[config.mk]
export PLATFORM = sky130hd
export DESIGN_NAME = jtgng_joyproc
export DESIGN_NICKNAME = d
export VERILOG_FILES = /design/src/rtl/jtgng_joyproc.sv
export SDC_FILE = /design/constraint.sdc
export NUM_CORES = 1
export LEC_CHECK = 0
export ABC_AREA = 0
export CORE_MARGIN = 3
export CORE_UTILIZATION = 64
export DETAILED_ROUTE_END_ITERATION = 10
export HOLD_SLACK_MARGIN = 0.03
export PLACE_DENSITY = 0.85
export SLEW_MARGIN = 20
export SYNTH_ARGS = -nofsm -noshare
export SYNTH_HDL_FRONTEND = slang
export SYNTH_SLANG_ARGS = --single-unit
export TNS_END_PERCENT = 10
[constraint.sdc]
create_clock -name clk -period 2.77 [get_ports clk]
set_input_delay 0.4155 -clock clk [delete_from_list [all_inputs] [get_ports clk]]
set_output_delay 0.4155 -clock clk [all_outputs]
set_load 0.01 [all_outputs]
[src/rtl/jtgng_joyproc.sv]
// jtgng_joyproc: debounced player inputs, SOCD, coin pulses, pause toggle and game-reset sequencer.
// Autofire on button 0 is built only when JTGNG_JOYPROC_AUTOFIRE_EN is defined.
module jtgng_joyproc #(
  parameter int PLAYERS    = 2,
  parameter int BUTTONS    = 2,
  parameter int DEB        = 4,
  parameter int COIN_LEN   = 16,
  parameter int RST_CYCLES = 256,
  parameter int AF_PERIOD  = 4
)(
  input  logic                            clk,
  input  logic                            rst,
  input  logic                            tick,
  input  logic                            rst_req,
  input  logic [PLAYERS*(4+BUTTONS)-1:0]  board_joy,
  input  logic [PLAYERS-1:0]              board_start,
  input  logic [PLAYERS-1:0]              board_coin,
  input  logic                            board_pause,
  input  logic [PLAYERS-1:0]              autofire,
  output logic [PLAYERS*(4+BUTTONS)-1:0]  game_joy,
  output logic [PLAYERS-1:0]              game_start,
  output logic [PLAYERS-1:0]              game_coin,
  output logic                            game_pause,
  output logic                            game_rst
);
  localparam int JW = 4 + BUTTONS;
  localparam int NJ = PLAYERS * JW;
  localparam int CO = NJ + PLAYERS;
  localparam int N  = NJ + 2 * PLAYERS + 1;
  typedef enum logic [1:0] {RUN, REQ, TAIL} st_t;
  st_t st_q, st_d;
  logic [15:0] rc_q, rc_d;
  logic [N-1:0] raw, lvl_q, lvl_d;
  logic [3:0] dc_q [N], dc_d [N];
  logic [7:0] coin_q [PLAYERS], coin_d [PLAYERS];
  logic [NJ-1:0] game_joy_q, game_joy_d;
  logic [PLAYERS-1:0] game_start_q, game_start_d, game_coin_q, game_coin_d;
  logic game_pause_q, game_pause_d, grst_d;
  logic [JW-1:0] j;
  assign raw = {board_pause, board_coin, board_start, board_joy};
  always_comb begin
    st_d = st_q;
    rc_d = rc_q;
    case (st_q)
      RUN: if (rst_req) st_d = REQ;
      REQ: if (!rst_req) begin st_d = TAIL; rc_d = '0; end
      default:
        if (rst_req) st_d = REQ;
        else if (rc_q == 16'(RST_CYCLES - 1)) st_d = RUN;
        else rc_d = rc_q + 16'd1;
    endcase
    grst_d = st_d != RUN;
  end
  // a sample equal to the current level restarts the run of differing samples
  always_comb begin
    lvl_d = lvl_q;
    for (int i = 0; i < N; i++) begin
      dc_d[i] = dc_q[i];
      if (tick) begin
        if (raw[i] == lvl_q[i]) dc_d[i] = '0;
        else if (dc_q[i] == 4'(DEB - 1)) begin lvl_d[i] = raw[i]; dc_d[i] = '0; end
        else dc_d[i] = dc_q[i] + 4'd1;
      end
    end
  end
`ifdef JTGNG_JOYPROC_AUTOFIRE_EN
  logic [7:0] af_q [PLAYERS], af_d [PLAYERS];
  logic [PLAYERS-1:0] afp_q, afp_d;
  always_comb begin
    afp_d = afp_q;
    for (int p = 0; p < PLAYERS; p++) begin
      af_d[p] = af_q[p];
      if (!lvl_q[p*JW+4] || !autofire[p]) begin af_d[p] = '0; afp_d[p] = 1'b0; end
      else if (tick) begin
        af_d[p]  = (af_q[p] == 8'(AF_PERIOD - 1)) ? 8'd0 : af_q[p] + 8'd1;
        afp_d[p] = afp_q[p] ^ (af_q[p] == 8'(AF_PERIOD - 1));
      end
    end
  end
  always_ff @(posedge clk)
    if (rst) begin
      af_q  <= '{default: '0};
      afp_q <= '0;
    end else begin
      af_q  <= af_d;
      afp_q <= afp_d;
    end
`else
  logic unused_af;
  assign unused_af = ^{autofire, 8'(AF_PERIOD)};
`endif
  always_comb begin
    j = '0;
    for (int p = 0; p < PLAYERS; p++) begin
      j = lvl_q[p*JW +: JW];
      j[1:0] = &j[1:0] ? 2'b00 : j[1:0];
      j[3:2] = &j[3:2] ? 2'b00 : j[3:2];
`ifdef JTGNG_JOYPROC_AUTOFIRE_EN
      j[4] = j[4] & ~afp_q[p];
`endif
      game_joy_d[p*JW +: JW] = grst_d ? '1 : ~j;
      coin_d[p] = grst_d ? 8'd0
                : (lvl_d[CO+p] & ~lvl_q[CO+p] & (coin_q[p] == 8'd0)) ? 8'(COIN_LEN)
                : (tick && coin_q[p] != 8'd0) ? coin_q[p] - 8'd1 : coin_q[p];
      game_coin_d[p] = grst_d | (coin_q[p] == 8'd0);
    end
    game_start_d = grst_d ? '1 : ~lvl_q[NJ +: PLAYERS];
    game_pause_d = grst_d ? 1'b0 : game_pause_q ^ (lvl_d[N-1] & ~lvl_q[N-1]);
  end
  always_ff @(posedge clk)
    if (rst) begin
      st_q         <= TAIL;
      rc_q         <= '0;
      lvl_q        <= '0;
      dc_q         <= '{default: '0};
      coin_q       <= '{default: '0};
      game_joy_q   <= '1;
      game_start_q <= '1;
      game_coin_q  <= '1;
      game_pause_q <= 1'b0;
    end else begin
      st_q         <= st_d;
      rc_q         <= rc_d;
      lvl_q        <= lvl_d;
      dc_q         <= dc_d;
      coin_q       <= coin_d;
      game_joy_q   <= game_joy_d;
      game_start_q <= game_start_d;
      game_coin_q  <= game_coin_d;
      game_pause_q <= game_pause_d;
    end
  assign game_joy   = game_joy_q;
  assign game_start = game_start_q;
  assign game_coin  = game_coin_q;
  assign game_pause = game_pause_q;
  assign game_rst   = st_q != RUN;
endmodule
# Word level (Yosys, flattened, before mapping)
# Cells that the tools add are included.
[totals] ff_bits=136 elab_cells=222 output_inout_bits=18 in_bits=23
[classes] reduce_logical=33 eq_ne=37 bitwise=30 muxes=60 add_sub_neg=20
[op_table] operator="$mux 4" n=34
[op_table] operator="$add 4x1->4 const B" n=17
[op_table] operator="$eq 4x2->1 const B" n=17
[op_table] operator="$mux 16" n=3
[op_table] operator="$reduce_and 3->1" n=15
[op_table] operator="$pmux 16 s2" n=1
[op_table] operator="$mux 5" n=4
[op_table] operator="$not 1->1" n=19
[op_table] operator="$eq 1x1->1" n=17
[op_table] operator="$add 16x1->16 const B" n=1
[op_table] operator="$eq 16x8->1 const B" n=1
[op_table] operator="$logic_not 8->1" n=2
[op_table] operator="$mux 2" n=8
[op_table] operator="$reduce_bool 8->1" n=2
[op_table] operator="$sub 8x1->8 const B" n=2
[op_table] operator="$not 6->6" n=2
[op_table] operator="$mux 1" n=9
[op_table] operator="$reduce_and 2->1" n=4
[op_table] operator="$reduce_bool 2->1" n=4
[op_table] operator="$reduce_or 3->1" n=2
[op_table] operator="$and 1x1->1" n=5
[op_table] operator="$pmux 2 s2" n=1
[op_table] operator="$eq 2x1->1 const B" n=1
[op_table] operator="$logic_and 1x1->1" n=2
[op_table] operator="other kinds (6)" n=7

# Depth between registers and ports, before layout
[depth] word_depth=7 mapped_depth=7 depth_no_buf=6

# Worst setup path after synthesis
# Ideal clock, no wire load.
[synth_timing] path_kind="reg2reg" from="register rc_q[0]" to="register rc_q[5]" period_less_slack_ns=1.723 stages_incl_launch_ff=7 t_arrival_ns=1.654 path_buffers=1 path_slack_ns=1.047 path_cell_list="dfxtp_1 ha_1 and4_1 and4_1 buf_2 or4_1 a21oi_1"
[synth_between] elab_chain_len=4
[synth_lines] item="start, declared" line="32" source="logic [15:0] rc_q, rc_d;"
[synth_lines] item="start signal, assigned" line="123" source="rc_q <= rc_d;"
[synth_lines] item="$add 16x1->16" line="50" source="else rc_d = rc_q + 16'd1;"
[synth_lines] item="$mux 16" line="49" source="else if (rc_q == 16'(RST_CYCLES - 1)) st_d = RUN;"
[synth_lines] item="$mux 16" line="48" source="if (rst_req) st_d = REQ;"
[synth_lines] item="$pmux 16 s2" line="44" source="case (st_q)"
# Parallel ways exist; a longest one is shown, timed or not. The select of a mux whose other input is x is not followed.
# A chain may end at the register's enable or synchronous reset.

# Worst setup path after layout
[layout_timing] from="register st_q[1]" to="output game_rst"
[layout_between] elab_chain_len=1
[layout_lines] item="start, declared" line="31" source="st_t st_q, st_d;"
[layout_lines] item="start signal, assigned" line="122" source="st_q <= st_d;"
[layout_lines] item="$reduce_bool 2->1" line="136" source="assign game_rst = st_q != RUN;"
[layout_lines] item="end, declared" line="24" source="output logic game_rst"
# No other way between the ends.

==> impl_summary.md <==
Status
The flow ran to the end, and the final reports show no timing, DRC or antenna violations.

Detailed routing
The met3 wire length is roughly 550 um. The overall routed net length is between 10 and 15 mm. The first TritonRoute pass finished after 7 iterations. After detailed routing, the number of vias per cell comes to just over 6. The met1 routed wirelength after detailed routing is between 5 and 6 mm. Dividing the detail-routed wire length by the instance count gives 15.47 um.

The post-route antenna net violation count is 0. The uppermost layer routed is met4. The DRC violation count after routing is 0. The routed design uses between 7 and 8 mm of met2 wire. The number of DRC markers in iteration 0 is 310. The vias after detailed routing is 5491.

Worst hold path
The kind of path behind the tightest hold check is input pin to flop.

Floorplanning
After floorplanning, the core was divided into 36 placement rows. The die covers approximately 0.011 mm2. During I/O placement, the number of pins put on the boundary was 41.

The floorplan step set the die width to 107.2 um. The die is roughly 110 um tall. The initial utilization of the core area, before any placement, comes to 0.6643. The core region is just under 0.01 mm2.

Yosys
After synthesis, the mean cell area works out to between 8 and 9 um2. After synthesis the cells add up to ~0.0066 mm2. The post-synthesis net count is 780. The sequential fraction of the synthesis area is 0.4155. For this run, the number of Yosys warnings is 0. The netlist uses 59 different library cells. The cell count after synthesis is 735. The leading register cell type out of synthesis is dfxtp_1. The multiplexer share of the synthesized area is 0.05518. The combinational family with the most area after synthesis is simple AND/OR/NAND/NOR gates. Of the total synthesized cell area, the portion taken by full adders, half adders and majority gates is 0.04201. The number of flip-flops and latches in the synthesized netlist is around 140.

The number of flops mapped to enable cells by yosys is 0. Of the total synthesized cell area, the portion taken by AND, OR, NAND and NOR gates is 0.2681. Of all flip-flops after synthesis, the portion carrying an async set or reset was 0. Of the total synthesized cell area, the portion taken by XOR and XNOR cells is 0.05347. The synthesized-area fraction occupied by ao, oa, aoi and oai cells came to 0.1356.

Final layout
In the layout the commonest cells are 136 x dfxtp_1, 70 x nor2_1, 69 x nand2_1. The layout cell share with drive strength beyond 1 is 0.08763. The number of antenna cells inserted is 0. The utilization after layout is 0.7736. After the last flow step, the layout net total stands at ~810. The area of all placed cells without fillers is 0.007631 mm2. The area growth from synthesis to layout is 16.46%. The leading cell type in the layout, fill and taps excluded is dfxtp_1.

Placed design
The final HPWL from detailed placement is 8.823 mm. The placed cell area is ~0.007 mm2. The final weighted congestion of routability-driven global placement is 0.8161. Prior to clock tree synthesis, the placed netlist has a worst setup slack of just over 0.5 ns. The count of buffers from port buffering is 38.

Critical path
The capture point of the worst path is game_rst. The worst setup path startpoint is st_q[1]. The setup path with the least slack is of type flop to primary output.

The data arrival time of the critical path is around 1.9 ns. The worst register-to-register path has a depth of 6. The largest driver fanout on the critical path is 7.

The startpoint identified for the worst register-to-register timing path is rc_q[0]. The end of the worst register-to-register path is rc_q[5]. For flop-to-flop paths, the worst setup slack is roughly 0.76 ns. STA classifies the critical path startpoint as a flop. The critical path capture point type is a primary output. The data required time at the worst endpoint is between 2 and 2.5 ns.

Timing
Setup repair after global routing left no endpoint under its margin. Dividing the final minimum period by the clock period gives 0.8185. Timing would allow up to about 0.44 GHz. The final count of hold timing violations is 0. The maximum clock skew at final layout is 0.01026 ns. After routing, the total negative slack on setup checks comes to 0 ns.

Once routing completed, OpenROAD measured the worst setup slack at about 0.5 ns. The max-slew violation total from the final report was 0. The total setup violations reported at the end of the flow is 0. The worst slew slack as a fraction of its limit is 0.5386.

The minimum clock period after layout is about 2.3 ns. For the pin with the worst max-slew slack, the measured transition is 0.6911 ns.

CTS
The maximum level of the CTS H-tree is 4. After clock tree synthesis, the clock-pin slew on the worst setup and hold paths is 0.06 ns. TritonCTS created 17 clock buffers. The TritonCTS clock tree is done. After clock tree synthesis, the repair step resized 0 gates. The later pin in the worst-skew pair is clocked with a latency of ~0.55 ns. The clock tree buffer depth is 2. The number of clock sinks is 136. The tree is rooted in a clkbuf_8.

Buffers inserted to repair hold after CTS numbered 0. The number of setup buffers added after CTS is 0.

Pwr
The areal power density over the cells is between 600 and 700 mW/mm2. The analysis attributes to cell leakage a power of roughly 2.9 nW. The total design power is ~0.0047 W.

The worst supply voltage drop on vdd is between 0.0006 and 0.0007 V.

Job
Max-cap violations in this run came to 0.

Global routing
The number of global-route vias before repair is between 5000 and 6000. After global routing the overflow that remains totals 0. The initial antenna violation count is 0. The first global-routing pass estimated between 20 and 25 mm of wire. The maximum number of pins on one net before global-route repair is roughly 50.

In the global route stage, overall resource usage came out at 0.2543.
[sequential cells by signal, indices dropped and copies added, names as in the netlist]
register,count
coin_q,16
dc_q,68
game_coin,2
game_joy,12
game_pause,1
game_start,2
lvl_q,17
rc_q,16
st_q,2
[metal layers]
layer | vias to the layer above | global-route usage
met4 | 0 | 0.1288
met1 | 2612 | 0.2847
met3 | 29 | 0.05840
met5 | - | 0
li1 | 2732 | -
met2 | 118 | 0.4495
[area by class of cell]
class	instances	area (um2)
sequential	136	2723
inverter	12	45.04
clock buffer	18	427.9
clock inverter	14	221.5
fill	662	2233
tap	133	166.4
timing repair buffer	44	415.4
multi-input combinational	552	3632
[how the worst min path moves through the flow]
stage,slack [ns],cells after the start,to,from
finish,0.18,2,rc_q[0],rst
global route,0.20,2,st_q[0],rst
CTS,0.17,2,rc_q[0],rst
detailed placement,0.42,1,game_joy[11],lvl_q[11]
global placement,0.41,1,game_joy[11],lvl_q[11]
floorplan,0.41,1,game_joy[10],lvl_q[10]
[critical path, stage by stage (launching register included)]
cell	delay [ns]
dfxtp_1	0.36
nor2_1	0.36
inv_1	0.09
clkdlybuf4s50_1	0.49
[per-stage QoR]
stage	instances	hold slack [ns]
final	909	0.1775
after global routing	909	0.2010
after CTS	909	0.1739
after detailed placement	877	0.4226
after global placement	877	0.4128
after floorplan	735	0.4053
[Yosys cell counts (13+ instances only)]
cell | instances | area [um2]
and3_1 | 17 | 106.4
o31ai_1 | 21 | 157.7
clkbuf_1 | 21 | 78.83
nand3_1 | 24 | 120.1
dfxtp_1 | 136 | 2723
a21oi_1 | 58 | 290.3
nand3b_1 | 14 | 105.1
nand2_1 | 69 | 259.0
xnor2_1 | 19 | 166.4
a32oi_1 | 13 | 113.9
and3b_1 | 13 | 113.9
nor2_1 | 70 | 262.8
ha_1 | 22 | 275.3
nor3b_1 | 19 | 142.6
xor2_1 | 21 | 183.9
or3_1 | 23 | 143.9
mux2i_1 | 17 | 170.2
o21ai_0 | 31 | 155.2
mux2_2 | 17 | 191.4
or3b_1 | 14 | 122.6
[cells by family (layout without fill, tap and decap cells)]
kind of cell | count (synthesis) | after routing
compound gates | 143 | 143
simple gates | 313 | 313
buf+inv | 47 | 88
xor+xnor | 40 | 40
fa+ha+maj | 22 | 22
flops | 136 | 136
mux | 34 | 34
[where the power goes]
group	total, W	internal (W)	switching, W
Combinational	0.000245	0.000101	0.000144
Clock	0.00247	0.00158	0.000890
Sequential	0.00200	0.00198	0.0000208
Total	0.00472	0.00367	0.00105
(Power assumes the default switching activity.)
